--- config.mk ---
export PLATFORM = sky130hd
export DESIGN_NAME = operand_forward_latch
export DESIGN_NICKNAME = d
export VERILOG_FILES = /design/src/rtl/cpu_pkg.sv /design/src/rtl/forward_select.sv /design/src/rtl/operand_forward_latch.sv
export SDC_FILE = /design/constraint.sdc
export NUM_CORES = 1
export LEC_CHECK = 0
export CAP_MARGIN = 5
export CORE_ASPECT_RATIO = 1.2
export CORE_MARGIN = 8
export CORE_UTILIZATION = 60
export CTS_BUF_LIST = sky130_fd_sc_hd__clkbuf_4 sky130_fd_sc_hd__clkbuf_8
export DETAILED_ROUTE_END_ITERATION = 10
export DONT_BUFFER_PORTS = 1
export GPL_TIMING_DRIVEN = 1
export HOLD_SLACK_MARGIN = 0.12
export PLACE_DENSITY_LB_ADDON = 0.12
export SETUP_SLACK_MARGIN = 0.2
export SKIP_CTS_REPAIR_TIMING = 1
export SYNTH_ARGS = -nofsm -noshare
export SYNTH_HDL_FRONTEND = slang
export SYNTH_HIERARCHICAL = 1
export SYNTH_SLANG_ARGS = --single-unit
--- constraint.sdc ---
create_clock -name in_clk -period 2.04 [get_ports in_clk]
set_input_delay 0.204 -clock in_clk [delete_from_list [all_inputs] [get_ports in_clk]]
set_output_delay 0.204 -clock in_clk [all_outputs]
set_load 0.01 [all_outputs]
--- src/rtl/cpu_pkg.sv ---
// Shared decode/execute definitions: forward-source codes, latch FSM states, default widths.
package cpu_pkg;
    localparam int DATA_W = 32;
    localparam int REG_AW = 5;

    localparam logic [1:0] FWD_RF  = 2'b00;
    localparam logic [1:0] FWD_EX  = 2'b01;
    localparam logic [1:0] FWD_MEM = 2'b10;
    localparam logic [1:0] FWD_WB  = 2'b11;

    typedef enum logic {
        RUN      = 1'b0,
        LU_STALL = 1'b1
    } state_t;
endpackage

--- src/rtl/forward_select.sv ---
// Per-operand bypass select: EX > MEM > WB > register file; r0 is never forwarded.
module forward_select #(
    parameter int DATA_W = 32,
    parameter int REG_AW = 5
) (
    input  logic [REG_AW-1:0] sx,
    input  logic [DATA_W-1:0] rf_data,
    input  logic [DATA_W-1:0] ex_result,
    input  logic [REG_AW-1:0] ex_sc,
    input  logic              ex_rfl,
    input  logic [DATA_W-1:0] mem_result,
    input  logic [REG_AW-1:0] mem_sc,
    input  logic              mem_rfl,
    input  logic [DATA_W-1:0] wb_result,
    input  logic [REG_AW-1:0] wb_sc,
    input  logic              wb_rfl,
    output logic [DATA_W-1:0] data,
    output logic [1:0]        fwd
);
    import cpu_pkg::*;

    always_comb begin
        data = rf_data;
        fwd  = FWD_RF;
        if (sx != '0) begin
            if (ex_rfl && ex_sc == sx) begin
                data = ex_result;
                fwd  = FWD_EX;
            end else if (mem_rfl && mem_sc == sx) begin
                data = mem_result;
                fwd  = FWD_MEM;
            end else if (wb_rfl && wb_sc == sx) begin
                // RF writes on the same edge decode reads, so its PA/PB is stale here
                data = wb_result;
                fwd  = FWD_WB;
            end
        end
    end
endmodule

--- src/rtl/operand_forward_latch.sv ---
// Decode->EX boundary: operand bypass, load-use stall/bubble, flush/hold, stall counter.
module operand_forward_latch #(
    parameter int DATA_W = cpu_pkg::DATA_W,
    parameter int REG_AW = cpu_pkg::REG_AW,
    parameter int CNT_W  = 16
) (
    input  logic              in_clk,
    input  logic              in_reset,
    input  logic [DATA_W-1:0] in_PA,
    input  logic [DATA_W-1:0] in_PB,
    input  logic [REG_AW-1:0] in_SA,
    input  logic [REG_AW-1:0] in_SB,
    input  logic              in_useA,
    input  logic              in_useB,
    input  logic [REG_AW-1:0] in_SD,
    input  logic              in_RFL_id,
    input  logic              in_load_id,
    input  logic              in_valid_id,
    input  logic [DATA_W-1:0] in_ex_result,
    input  logic [REG_AW-1:0] in_ex_SC,
    input  logic              in_ex_RFL,
    input  logic              in_ex_load,
    input  logic [DATA_W-1:0] in_mem_result,
    input  logic [REG_AW-1:0] in_mem_SC,
    input  logic              in_mem_RFL,
    input  logic [DATA_W-1:0] in_PC,
    input  logic [REG_AW-1:0] in_SC,
    input  logic              in_RFL,
    input  logic              in_flush,
    input  logic              in_hold,
    output logic [DATA_W-1:0] out_A,
    output logic [DATA_W-1:0] out_B,
    output logic [REG_AW-1:0] out_SC,
    output logic              out_RFL,
    output logic              out_load,
    output logic              out_valid,
    output logic [1:0]        out_fwdA,
    output logic [1:0]        out_fwdB,
    output logic              out_stall,
    output logic [CNT_W-1:0]  out_stall_cnt
);
    import cpu_pkg::*;

    localparam int NUM_OPS = 2;

    logic [NUM_OPS-1:0][REG_AW-1:0] op_sx;
    logic [NUM_OPS-1:0][DATA_W-1:0] op_rf;
    logic [NUM_OPS-1:0][DATA_W-1:0] op_data;
    logic [NUM_OPS-1:0][1:0]        op_fwd;

    assign op_sx = {in_SB, in_SA};
    assign op_rf = {in_PB, in_PA};

    for (genvar i = 0; i < NUM_OPS; i++) begin : g_fwd
        forward_select #(.DATA_W(DATA_W), .REG_AW(REG_AW)) u_fs (
            .sx         (op_sx[i]),
            .rf_data    (op_rf[i]),
            .ex_result  (in_ex_result),
            .ex_sc      (in_ex_SC),
            .ex_rfl     (in_ex_RFL),
            .mem_result (in_mem_result),
            .mem_sc     (in_mem_SC),
            .mem_rfl    (in_mem_RFL),
            .wb_result  (in_PC),
            .wb_sc      (in_SC),
            .wb_rfl     (in_RFL),
            .data       (op_data[i]),
            .fwd        (op_fwd[i])
        );
    end

    state_t state, state_nxt;
    logic   haz, latch_en, bubble, cnt_inc;

    // Masked in LU_STALL: EX then holds the bubble, the load has moved to MEM
    assign haz = (state == RUN) && in_valid_id && in_ex_load && in_ex_RFL && (in_ex_SC != '0) &&
                 ((in_useA && in_SA == in_ex_SC) || (in_useB && in_SB == in_ex_SC));

    assign out_stall = haz && !in_flush && !in_reset;

    always_comb begin
        state_nxt = state;
        latch_en  = 1'b0;
        bubble    = 1'b0;
        cnt_inc   = 1'b0;
        if (in_flush) begin
            bubble    = 1'b1;
            state_nxt = RUN;
        end else if (!in_hold) begin
            if (haz) begin
                bubble    = 1'b1;
                cnt_inc   = 1'b1;
                state_nxt = LU_STALL;
            end else begin
                latch_en  = 1'b1;
                state_nxt = RUN;
            end
        end
    end

    always_ff @(posedge in_clk) begin
        if (in_reset) begin
            state         <= RUN;
            out_A         <= '0;
            out_B         <= '0;
            out_SC        <= '0;
            out_RFL       <= 1'b0;
            out_load      <= 1'b0;
            out_valid     <= 1'b0;
            out_fwdA      <= FWD_RF;
            out_fwdB      <= FWD_RF;
            out_stall_cnt <= '0;
        end else begin
            state <= state_nxt;
            if (bubble) begin
                out_A     <= '0;
                out_B     <= '0;
                out_SC    <= '0;
                out_RFL   <= 1'b0;
                out_load  <= 1'b0;
                out_valid <= 1'b0;
                out_fwdA  <= FWD_RF;
                out_fwdB  <= FWD_RF;
            end else if (latch_en) begin
                out_A     <= op_data[0];
                out_B     <= op_data[1];
                out_SC    <= in_SD;
                out_RFL   <= in_RFL_id;
                out_load  <= in_load_id;
                out_valid <= in_valid_id;
                out_fwdA  <= op_fwd[0];
                out_fwdB  <= op_fwd[1];
            end
            if (cnt_inc && out_stall_cnt != '1)
                out_stall_cnt <= out_stall_cnt + 1'b1;
        end
    end
endmodule

==> reports/metrics.yaml, run 1 <==
outcome:
  status: "complete, but fails checks"
  violated_checks: "negative hold slack"
timing:
  final-setup-viol-count: 0
  fin_crit_ns: 1.99
  timing.final.crit_share: 0.973
  slew_at_the_pin_closest_to_its_max_slew_limit_ns: 0.909
  achievable-frequency_mhz: 504
  rsz0062_at_grt: "yes"
  finalHoldViolCount: 13
  holdWs_ns: -0.113
  clock_skew_ns: 0.0100
  slew_headroom: 0.394
  final-max-slew-violation-count: 0
worst_setup_path:
  r2r-start: "state"
  reg2reg_setup_slack_ns: 0.05
  crit_path_max_fanout: 4
  critPathLaunchType: "flop"
  worst-r2r-cell-count: 5
  critPathRequiredTime_ns: 2.35
  crit_arrival_ns: 2.29
  r2r-end: "out_stall_cnt[5]"
  worst_setup_path_end_kind: "flop"
  crit_type: "reg -> reg"
synthesis:
  syn-mean-instance-area_um2: 8.21
  yosysWarnings: 6
  synth-edff-count: 0
  synthMuxAreaShare: 0.00169
  postSynth.asyncResetShare: 0
  yosys_register_bits: 93
  synth.largest_area_cell: "sky130_fd_sc_hd__dfxtp_1"
  synth.top_cell.area_share: 0.279
  synthAdderAreaFrac: 0.00187
  synthXorXnorAreaFrac: 0.0525
  synth.cells.most_frequent: "93 x sky130_fd_sc_hd__dfxtp_1, 79 x sky130_fd_sc_hd__and3_1, 76 x sky130_fd_sc_hd__a22o_1"
  postSynthNetCount: 1017
  leading_cell_types_by_total_area_after_synthesis: "sky130_fd_sc_hd__dfxtp_1 28%, sky130_fd_sc_hd__a22o_1 10%, sky130_fd_sc_hd__o31ai_1 8.0%"
  synth.most_common_cell: "sky130_fd_sc_hd__dfxtp_1"
  synth_top_family_by_area: "compound AO/OA/AOI/OAI gates"
  synth.cell_area_um2: 6680
  yosys.area_share.simple: 0.184
  yosys.cell_types.count: 46
  yosys_most_used_dff: "sky130_fd_sc_hd__dfxtp_1"
  synth_seq_area_share: 0.279
  postSynthCellCount: 813
  synth_compound_gate_area_share: 0.406
final_layout:
  final_non_filler_cells: 973
  postLayoutCoreUtil: 0.706
  post_route_cells_drive_above_1_share: 0.149
  synthesis_to_finish_area_growth_pct: 15.7
  final_stage_net_count: 1040
routing:
  first_iter_violations: 1165
  avgRoutedWirePerCell_um: 30.2
  drt-pass1-iter-count: 6
  postRouteWirelength_um: 29400
  viasPerCell: 8.08
  detail-route-antenna-nets: 0
  route.detailed.drc: 0
  route.vias.total: 7860
grt:
  grt_first_pass_wirelength_um: 43000
  grtUsageTotal: 0.360
  grt_overflow: 0
  grt_antenna_before_repair: 1
  grt_pass1_vias: 7341
  pin_count_of_the_biggest_net_entering_global_routing: 77
placement:
  port_buffers: 0
  dp.final_hpwl_um: 19600
  place.detailed.instances: 914
  place.gp.congestion: 0.938
worst_hold_path:
  hold_path_depth: 1
  min_path_type: "in -> reg"
  worst_hold_path.endpoint: "out_stall_cnt[7]"
  min-delay-start: "in_reset"
clock_tree:
  cts_buffers: 9
  root_buffer: "sky130_fd_sc_hd__clkbuf_8"
  max-clock-path-buffers: 2
  tritoncts: "done"
  worst_skew_pair.late_latency_ns: 0.37
  clk_pin_slew_ns: 0.09
  cts.sinks: 93
  cts.htree.levels: 3
floorplan:
  design.die.area_um2: 14800
  die-width_um: 112
  standard_cell_core_area_um2: 10900
  starting_utilization_of_the_core_area: 0.611
  die_h_um: 132
  floorplan.io_pins: 296
  core.rowCount: 42
power:
  leakage_uw: 0.00298
  ir_drop_v: 0.000366
  power_per_cell_area_nw_per_um2: 564
run:
  cap_viol_max_count: 0
[worst max-delay path, stage by stage (launching register included)]
cell and delay [ns]:
sky130_fd_sc_hd__dfxtp_1 0.32, sky130_fd_sc_hd__nand4b_1 0.29, sky130_fd_sc_hd__buf_4 0.22, sky130_fd_sc_hd__or4b_4 0.55, sky130_fd_sc_hd__or4_1 0.42, sky130_fd_sc_hd__a21oi_1 0.13
[cells in the final DEF (no fill, tap or decap), drive strengths merged, types with 36 or more instances in the layout]
cell / instances
a22o: 76
dfxtp: 93
nor2: 73
dlygate4sd3: 36
and3: 79
o31ai: 75
a31oi: 64
buf: 64
a21boi: 54
a211oi: 64
[registers in the layout, indices dropped and copies added, names as in the netlist]
register and flops:
out_fwdA 2, out_valid 1, out_load 1, out_B 32, out_SC 5, out_stall_cnt 16
out_A 32, out_RFL 1, out_fwdB 2, state 1
[power breakdown]
group          internal, µW  switching [µW]
clock                   980             688
sequential             1870            75.4
combinational           339             402
[how the worst max path moves through the flow]
stage | cells past startpoint | slack (ns) | endpoint | start
6_report | 5 | 0.05 | out_stall_cnt[5] | state
5_1_grt | 5 | -0.005 | out_stall_cnt[5] | state
4_1_cts | 6 | -0.02 | out_stall_cnt[5] | out_stall_cnt[1]
3_5_place_dp | 6 | 0.0004 | out_stall_cnt[7] | out_stall_cnt[1]
3_3_place_gp | 6 | 0.03 | out_stall_cnt[5] | out_stall_cnt[1]
2_1_floorplan | 7 | 0.03 | out_stall_cnt[13] | out_stall_cnt[1]
[area by class of cell]
type	count	area, µm²
Fill cell	897	3210
Clock inverter	4	120
Antenna cell	1	2.50
Clock buffer	11	145
Inverter	3	11.3
Timing Repair Buffer	100	940
Multi-Input combinational cell	629	4470
Sequential cell	93	1870
Tap cell	132	165
[cells by family (layout without fill, tap and decap cells)]
| family | after synthesis | count (layout) |
|---|---|---|
| DFF | 93 | 93 |
| and+or+nand+nor | 224 | 225 |
| buffers and inverters | 92 | 118 |
| adders and majority gates | 1 | 1 |
| other | 0 | 1 |
| muxes | 1 | 1 |
| AOI/OAI and AO/OA | 362 | 362 |
| xor gates and xnor gates | 40 | 40 |
[routing by layer]
| metal | track usage | up-vias | wire length [µm] |
|---|---|---|---|
| li1 | - | 3241 | - |
| met1 | 0.403 | 3652 | 9680 |
| met2 | 0.576 | 781 | 13500 |
| met3 | 0.143 | 186 | 4560 |
| met4 | 0.190 | 0 | 1620 |
| met5 | 0 | - | 0 |
[metrics by stage]
| step | setup WS (ns) | instance area [µm²] | power [µW] | TNS (ns) |
|---|---|---|---|---|
| CTS | -0.0169 | 7200 | 4250 | -0.0501 |
| global route | -0.00509 | 7720 | 4470 | -0.00509 |
| global placement | 0.0315 | 6940 | 2610 | 0 |
| floorplan | 0.0313 | 6700 | 2460 | 0 |
| detailed placement | 0.000428 | 6940 | 2630 | 0 |
| finish | 0.0547 | 7720 | 4350 | 0 |
No activity file was read; power rests on OpenSTA's default activity.
==> inputs of run 2 (changes only) <==
- CORE_ASPECT_RATIO: 1.2 -> default
- SYNTH_HIERARCHICAL: 1 -> default
==> run 2 against run 1 <==
  * The run still ends with negative hold slack left
  * Critical endpoint is now out_stall
  * First-iteration DRC count is 31% lower
  * Sequential share of layout area is 3.3 points higher
  * Clock skew is 0.0048 ns lower
  * Sequential power hardly changed
  * Critical path type is now reg -> out
  * Non-clock buffer count is 18 lower
  * Hold slack worse by 0.0041 ns
  * Worst setup slack better by 0.030 ns
==> reports/metrics.yaml, run 2 <==
routing:
  detail-route-antenna-nets: 0  # unchanged
  wl_met3_um: 3430  # -25%
  postRouteWirelength_um: 24500  # -17%
  first_iter_violations: 808  # -31%
  route.vias.total: 6301  # -20%
  avgRoutedWirePerCell_um: 28.0  # -7.4%
  drt-met1-wl_um: 8290  # -14%
  viasPerCell: 7.20  # -11%
  dr_wl_met2_um: 11800  # -13%
  drt-pass1-iter-count: 7  # +1
  route.detailed.drc: 0  # unchanged
  top_signal_layer_used: "met4"
clock_tree:
  clk_pin_slew_ns: 0.10  # about the same
  tritoncts: "done"
  cts.htree.levels: 3  # unchanged
  worst_skew_pair.late_latency_ns: 0.37  # about the same
  cts.sinks: 93  # unchanged
  max-clock-path-buffers: 2  # unchanged
  cts_buffers: 9  # unchanged
  root_buffer: "sky130_fd_sc_hd__clkbuf_8"
synthesis:
  synthXorXnorAreaFrac: 0.0556  # +0.00316
  synth-edff-count: 0  # unchanged
  synthAdderAreaFrac: 0.00215  # +0.000274
  yosysWarnings: 0  # -6
  leading_cell_types_by_total_area_after_synthesis: "sky130_fd_sc_hd__dfxtp_1 32%, sky130_fd_sc_hd__o22a_1 9.0%, sky130_fd_sc_hd__a221o_1 5.5%"
  synthMuxAreaShare: 0.00344  # +0.00175
  synth.largest_area_cell: "sky130_fd_sc_hd__dfxtp_1"
  synth_compound_gate_area_share: 0.388  # -0.0182
  synth.cells.most_frequent: "93 x sky130_fd_sc_hd__dfxtp_1, 70 x sky130_fd_sc_hd__nand2_1, 60 x sky130_fd_sc_hd__o22a_1"
  synth.cell_area_um2: 5820  # -13%
  synth.top_cell.area_share: 0.320  # +0.0407
  synth_top_family_by_area: "compound AO/OA/AOI/OAI gates"
  postSynthNetCount: 913  # -10%
  synth.most_common_cell: "sky130_fd_sc_hd__dfxtp_1"
  yosys.cell_types.count: 53  # +15%
  syn-mean-instance-area_um2: 8.21  # about the same
  postSynthCellCount: 709  # -13%
  synth_seq_area_share: 0.320  # +0.0407
  yosys_most_used_dff: "sky130_fd_sc_hd__dfxtp_1"
  yosys_register_bits: 93  # unchanged
  postSynth.asyncResetShare: 0  # unchanged
  yosys.area_share.simple: 0.176  # -0.00832
worst_setup_path:
  critPathRequiredTime_ns: 1.84  # -0.51 ns
  r2r-start: "out_stall_cnt[0]"
  reg2reg_setup_slack_ns: 0.10  # +0.05 ns
  worst_setup_path_end_kind: "output port"
  crit_type: "reg -> out"
  r2r-end: "out_stall_cnt[8]"
  crit_arrival_ns: 1.75  # -0.54 ns
  worst-r2r-cell-count: 7  # +2
  critPathLaunchType: "flop"
  crit_path_max_fanout: 4  # unchanged
floorplan:
  floorplan.io_pins: 296  # unchanged
  standard_cell_core_area_um2: 9590  # -12%
  starting_utilization_of_the_core_area: 0.607  # -0.00362
  core.rowCount: 36  # -14%
  design.die.area_um2: 13100  # -11%
  die-width_um: 115  # +2.0%
  die_h_um: 115  # -13%
timing:
  holdWs_ns: -0.117  # -0.00414 ns
  achievable-frequency_mhz: 511  # +1.5%
  timing.final.crit_share: 0.959  # -0.0146
  rsz0062_at_grt: "yes"
  final-setup-viol-count: 0  # unchanged
  final-max-slew-violation-count: 0  # unchanged
  finalHoldViolCount: 16  # +3
  slew_headroom: 0.567  # +0.173
  clock_skew_ns: 0.00520  # -0.00480 ns
  slew_at_the_pin_closest_to_its_max_slew_limit_ns: 0.649  # -0.260 ns
  fin_crit_ns: 1.96  # -0.0298 ns
outcome:
  violated_checks: "negative hold slack"
  status: "complete, but fails checks"
final_layout:
  antenna_cells: 0  # -1
  final_stage_net_count: 941  # -9.5%
  final-seq-area_um2: 1870  # -0.20%
  top_regs: "out_A: 32 flops, out_B: 32 flops, out_stall_cnt: 16 flops"
  n_fill_cell: 744  # -17%
  synthesis_to_finish_area_growth_pct: 16.6
  multi_input_comb_area_um2: 3760  # -16%
  post_route_cells_drive_above_1_share: 0.125  # -0.0235
  layout.cell_area.non_filler_um2: 6790  # -12%
  layout.cells.most_common_list: "90 x sky130_fd_sc_hd__dfxtp_1, 69 x sky130_fd_sc_hd__nand2_1, 60 x sky130_fd_sc_hd__o22a_1"
  layout_commonest_cell: "sky130_fd_sc_hd__dfxtp_1"
placement:
  port_buffers: 0  # unchanged
  dp.final_hpwl_um: 17700  # -9.6%
  placement.cell_area_um2: 6170  # -11%
  place.gp.congestion: 0.925  # -1.5%
run:
  cap_viol_max_count: 0  # unchanged
grt:
  grt_first_pass_wirelength_um: 34400  # -20%
  pin_count_of_the_biggest_net_entering_global_routing: 51  # -34%
  grtUsageTotal: 0.338  # -0.0220
  grt_pass1_vias: 5853  # -20%
  grt_antenna_before_repair: 0  # -1
  grt_overflow: 0  # unchanged
worst_hold_path:
  min-delay-start: "in_reset"
  hold_path_depth: 1  # unchanged
  min_path_type: "in -> reg"
  worst_hold_path.endpoint: "out_stall_cnt[9]"
power:
  ir_drop_v: 0.000344  # -6.1%
  leakage_uw: 0.00219  # -27%
  power_per_cell_area_nw_per_um2: 567  # +0.59%
  finalPower_uw: 3850  # -12%
## run 2: cell types whose count changed in the layout (fill, tap and decap cells not counted), moves of 28 or more
cell,previous run,this run
sky130_fd_sc_hd__a211oi_1,64,0
sky130_fd_sc_hd__a21oi_1,12,51
sky130_fd_sc_hd__a221o_1,0,32
sky130_fd_sc_hd__a22o_1,76,0
sky130_fd_sc_hd__a31oi_1,64,0
sky130_fd_sc_hd__a32o_1,0,28
sky130_fd_sc_hd__and3_1,79,2
sky130_fd_sc_hd__nand2_1,13,69
sky130_fd_sc_hd__nor3_1,0,36
sky130_fd_sc_hd__o211ai_1,0,35
sky130_fd_sc_hd__o21ai_0,1,40
sky130_fd_sc_hd__o22a_1,0,60
sky130_fd_sc_hd__o31ai_1,70,1
## run 2: worst max path at each step
| stage | cells after the start | slack, ns | from | end |
|---|---|---|---|---|
| CTS | 5 | -0.18 | state | out_stall |
| floorplan | 7 | 0.18 | out_stall_cnt[0] | out_stall_cnt[8] |
| global route | 7 | 0.03 | out_stall_cnt[0] | out_stall_cnt[8] |
| global placement | 7 | 0.13 | out_stall_cnt[0] | out_stall_cnt[8] |
| finish | 5 | 0.08 | state | out_stall |
| detailed placement | 6 | 0.09 | in_SB[4] | out_stall |
## run 2: report_power, final
part / switching [µW] / leakage [µW] / total [µW] / internal (µW)
combinational: 295 / 0.00133 / 565 / 269
clock: 718 / 0.000107 / 1370 / 656
sequential: 55.9 / 0.000755 / 1910 / 1860
## run 2: kinds of logic after synthesis
logic type,Yosys count
simple gates,209
fa+ha+maj,1
flops,93
xor+xnor,37
compound gates,299
buf+inv,68
mux,2
## run 2: per-layer routing
layer / up-vias / track usage
met4: 0 / 0.143
met2: 503 / 0.574
met5: - / 0
met3: 91 / 0.129
met1: 2919 / 0.368
li1: 2788 / -
## run 2: final cells by class
class                      instances  share of cell area
multi-input combinational        548               0.554
clock buffer                      12              0.0234
clock inverter                     4             0.00811
tap                              133              0.0245
sequential                        93               0.275
timing repair buffer              82               0.114
inverter                           3             0.00166
## run 2: metrics by stage
| step | setup TNS, ns | cells | setup WS, ns | utilization |
|---|---|---|---|---|
| final | 0 | 875 | 0.0845 | 0.708 |
| after global routing | 0 | 875 | 0.0322 | 0.708 |
| after CTS | -0.183 | 836 | -0.183 | 0.665 |
| after detailed placement | 0 | 820 | 0.0858 | 0.643 |
| after global placement | 0 | 820 | 0.133 | 0.643 |
| after floorplan | 0 | 709 | 0.176 | - |
## run 2: worst max-delay path, stage by stage (launching register included)
cell	delay [ns]
sky130_fd_sc_hd__dfxtp_1	0.33
sky130_fd_sc_hd__nand4b_1	0.25
sky130_fd_sc_hd__a21oi_4	0.24
sky130_fd_sc_hd__nand2_1	0.19
sky130_fd_sc_hd__nor3_2	0.21
sky130_fd_sc_hd__buf_4	0.16
==> inputs of run 3 (changes only) <==
- CORE_AREA: default -> 8 8 108 110
- CORE_MARGIN: 8 -> default
- CORE_UTILIZATION: 60 -> default
- DIE_AREA: default -> 0 0 116 118
- clock period: 2.04 -> 2.11 ns (I/O delays scaled with it)
==> run 3 against run 2 <==
  * The run still ends with negative hold slack left
  * Worst setup slack better by 0.16 ns
  * Critical path depth up 1
  * First-iteration DRC count is 23% lower
  * Flip-flop and latch count unchanged
  * Clock skew grew 0.0024 ns
  * Routed wire length decreased by 3.4%
  * Register-to-register slack improved by 0.20 ns
  * Hold slack better by 0.022 ns
  * Critical endpoint unchanged
  * Largest cell class unchanged
==> reports/metrics.yaml, run 3 (same netlist as run 2, synthesis figures left out) <==
clock_tree:
  cts_buffers: 9  # unchanged
  cts.sinks: 93  # unchanged
  cts.htree.levels: 3  # unchanged
  max-clock-path-buffers: 2  # unchanged
  tritoncts: "done"
  root_buffer: "sky130_fd_sc_hd__clkbuf_8"
  clk_pin_slew_ns: 0.09  # about the same
  worst_skew_pair.late_latency_ns: 0.35  # -0.02 ns
worst_hold_path:
  min_path_type: "in -> reg"
final_layout:
  top_regs: "out_A: 32 flops, out_B: 32 flops, out_stall_cnt: 16 flops"
  post_route_cells_drive_above_1_share: 0.111  # -0.0139
  layout_commonest_cell: "sky130_fd_sc_hd__dfxtp_1"
  final_stage_net_count: 918  # -2.4%
  final_non_filler_cells: 855  # -2.3%
  layout.cells.most_common_list: "90 x sky130_fd_sc_hd__dfxtp_1, 68 x sky130_fd_sc_hd__nand2_1, 60 x sky130_fd_sc_hd__o22a_1"
  synthesis_to_finish_area_growth_pct: 13.1
timing:
  rsz0062_at_grt: "yes"
  final-setup-viol-count: 0  # unchanged
  slew_headroom: 0.555  # -0.0121
  clock_skew_ns: 0.00755  # +0.00235 ns
  finalHoldViolCount: 16  # unchanged
  timing.final.crit_share: 0.884
  final.setup.tns_ns: 0  # unchanged
  achievable-frequency_mhz: 536
  holdWs_ns: -0.0951  # +0.0218 ns
  fin_crit_ns: 1.87
  slew_at_the_pin_closest_to_its_max_slew_limit_ns: 0.667  # +0.0182 ns
  final-max-slew-violation-count: 0  # unchanged
grt:
  grt_first_pass_wirelength_um: 35000  # +1.6%
  pin_count_of_the_biggest_net_entering_global_routing: 45  # -12%
  grt_overflow: 0  # unchanged
  grt_pass1_vias: 6154  # +5.1%
  grtUsageTotal: 0.327  # -0.0106
  grt_antenna_before_repair: 0  # unchanged
floorplan:
  die_h_um: 118  # +3.0%
  design.die.area_um2: 13700  # +4.4%
  starting_utilization_of_the_core_area: 0.582  # -0.0246
  core.rowCount: 37  # +2.8%
  die-width_um: 116  # +1.3%
  standard_cell_core_area_um2: 10000  # +4.2%
  floorplan.io_pins: 296  # unchanged
power:
  leakage_uw: 0.00210  # -3.9%
  power_per_cell_area_nw_per_um2: 547  # -3.5%
  ir_drop_v: 0.000315  # -8.3%
routing:
  first_iter_violations: 622  # -23%
  drt-pass1-iter-count: 5  # -2
  detail-route-antenna-nets: 0  # unchanged
  avgRoutedWirePerCell_um: 27.6  # -1.2%
  postRouteWirelength_um: 23600  # -3.4%
  route.detailed.drc: 0  # unchanged
  viasPerCell: 7.18  # -0.36%
  route.vias.total: 6135  # -2.6%
worst_setup_path:
  cp_slowest_stage_delay_ns: 0.32  # about the same
  critPathRequiredTime_ns: 1.90  # +0.06 ns
  crit_path_max_fanout: 4  # unchanged
  crit_slowest_cell: "sky130_fd_sc_hd__dfxtp_1"
  crit_arrival_ns: 1.65  # -0.10 ns
  critPathLaunchType: "flop"
  crit_type: "reg -> out"
  path_common_cell: "sky130_fd_sc_hd__buf_4"
  worst_setup_path_end_kind: "output port"
  crit_chain: "nand4b_1 > a21oi_2 > buf_4 > nand2_4 > nor3_4 > buf_4"
run:
  cap_viol_max_count: 0  # unchanged
outcome:
  violated_checks: "negative hold slack"
  status: "complete, but fails checks"
placement:
  place.detailed.instances: 818  # -0.24%
  port_buffers: 0  # unchanged
  place.gp.congestion: 0.933  # +0.95%
  dp.final_hpwl_um: 17700  # -0.16%
==> run 3: cell count changes in the layout (fill, tap and decap cells not counted), moves of 2 or more <==
cell                            previous run  this run
sky130_fd_sc_hd__buf_4                    43        31
sky130_fd_sc_hd__dlygate4sd3_1            33        21
sky130_fd_sc_hd__nor3_4                    0         2
sky130_fd_sc_hd__nor3_2                    2         0
==> run 3: path summary, 6_finish.rpt <==
| check | cells past startpoint | slack, ns | endpoint | startpoint |
|---|---|---|---|---|
| setup / recovery | 6 | 0.24 | out_stall | state |
| hold / removal | 1 | -0.1 | out_stall_cnt[7] | in_reset |
| setup reg to reg | 7 | 0.30 | out_stall_cnt[8] | out_stall_cnt[0] |
| hold reg to reg | 2 | 0.51 | out_load | out_load |
==> run 3: power by group <==
part | switching (µW) | internal (µW)
Clock | 629 | 604
Combinational | 277 | 245
Sequential | 55.4 | 1800
Total | 961 | 2640
==> run 3: cell type report <==
type	count	area (µm²)
Fill cell	858	3410
Sequential cell	93	1870
Tap cell	136	170
Timing Repair Buffer	59	583
Inverter	3	11.3
Clock inverter	3	46.3
Multi-Input combinational cell	548	3760
Clock buffer	12	153
Antenna cell	1	2.50
==> run 3: through the flow <==
step	area (µm²)	worst slack (ns)	util	total power, µW
floorplan	5840	0.211	-	2240
global placement	6140	0.132	0.614	2350
detailed placement	6140	0.107	0.614	2370
CTS	6340	0.0872	0.634	3580
global route	6590	0.183	0.659	3740
finish	6590	0.244	0.659	3610
==> run 3: critical path, delay by kind of cell, from the launching register on <==
| family | cells | cell delay (ns) |
|---|---|---|
| DFF | 1 | 0.32 |
| AOI/OAI and AO/OA | 1 | 0.16 |
| buffers and inverters | 2 | 0.32 |
| and+or+nand+nor | 3 | 0.50 |
==> run 3: layer usage <==
metal | wire (µm) | track usage | up-vias
met5 | 0 | 0 | -
met4 | 1060 | 0.164 | 0
met3 | 3250 | 0.127 | 75
met2 | 11200 | 0.557 | 433
met1 | 8070 | 0.339 | 2886
li1 | - | - | 2741
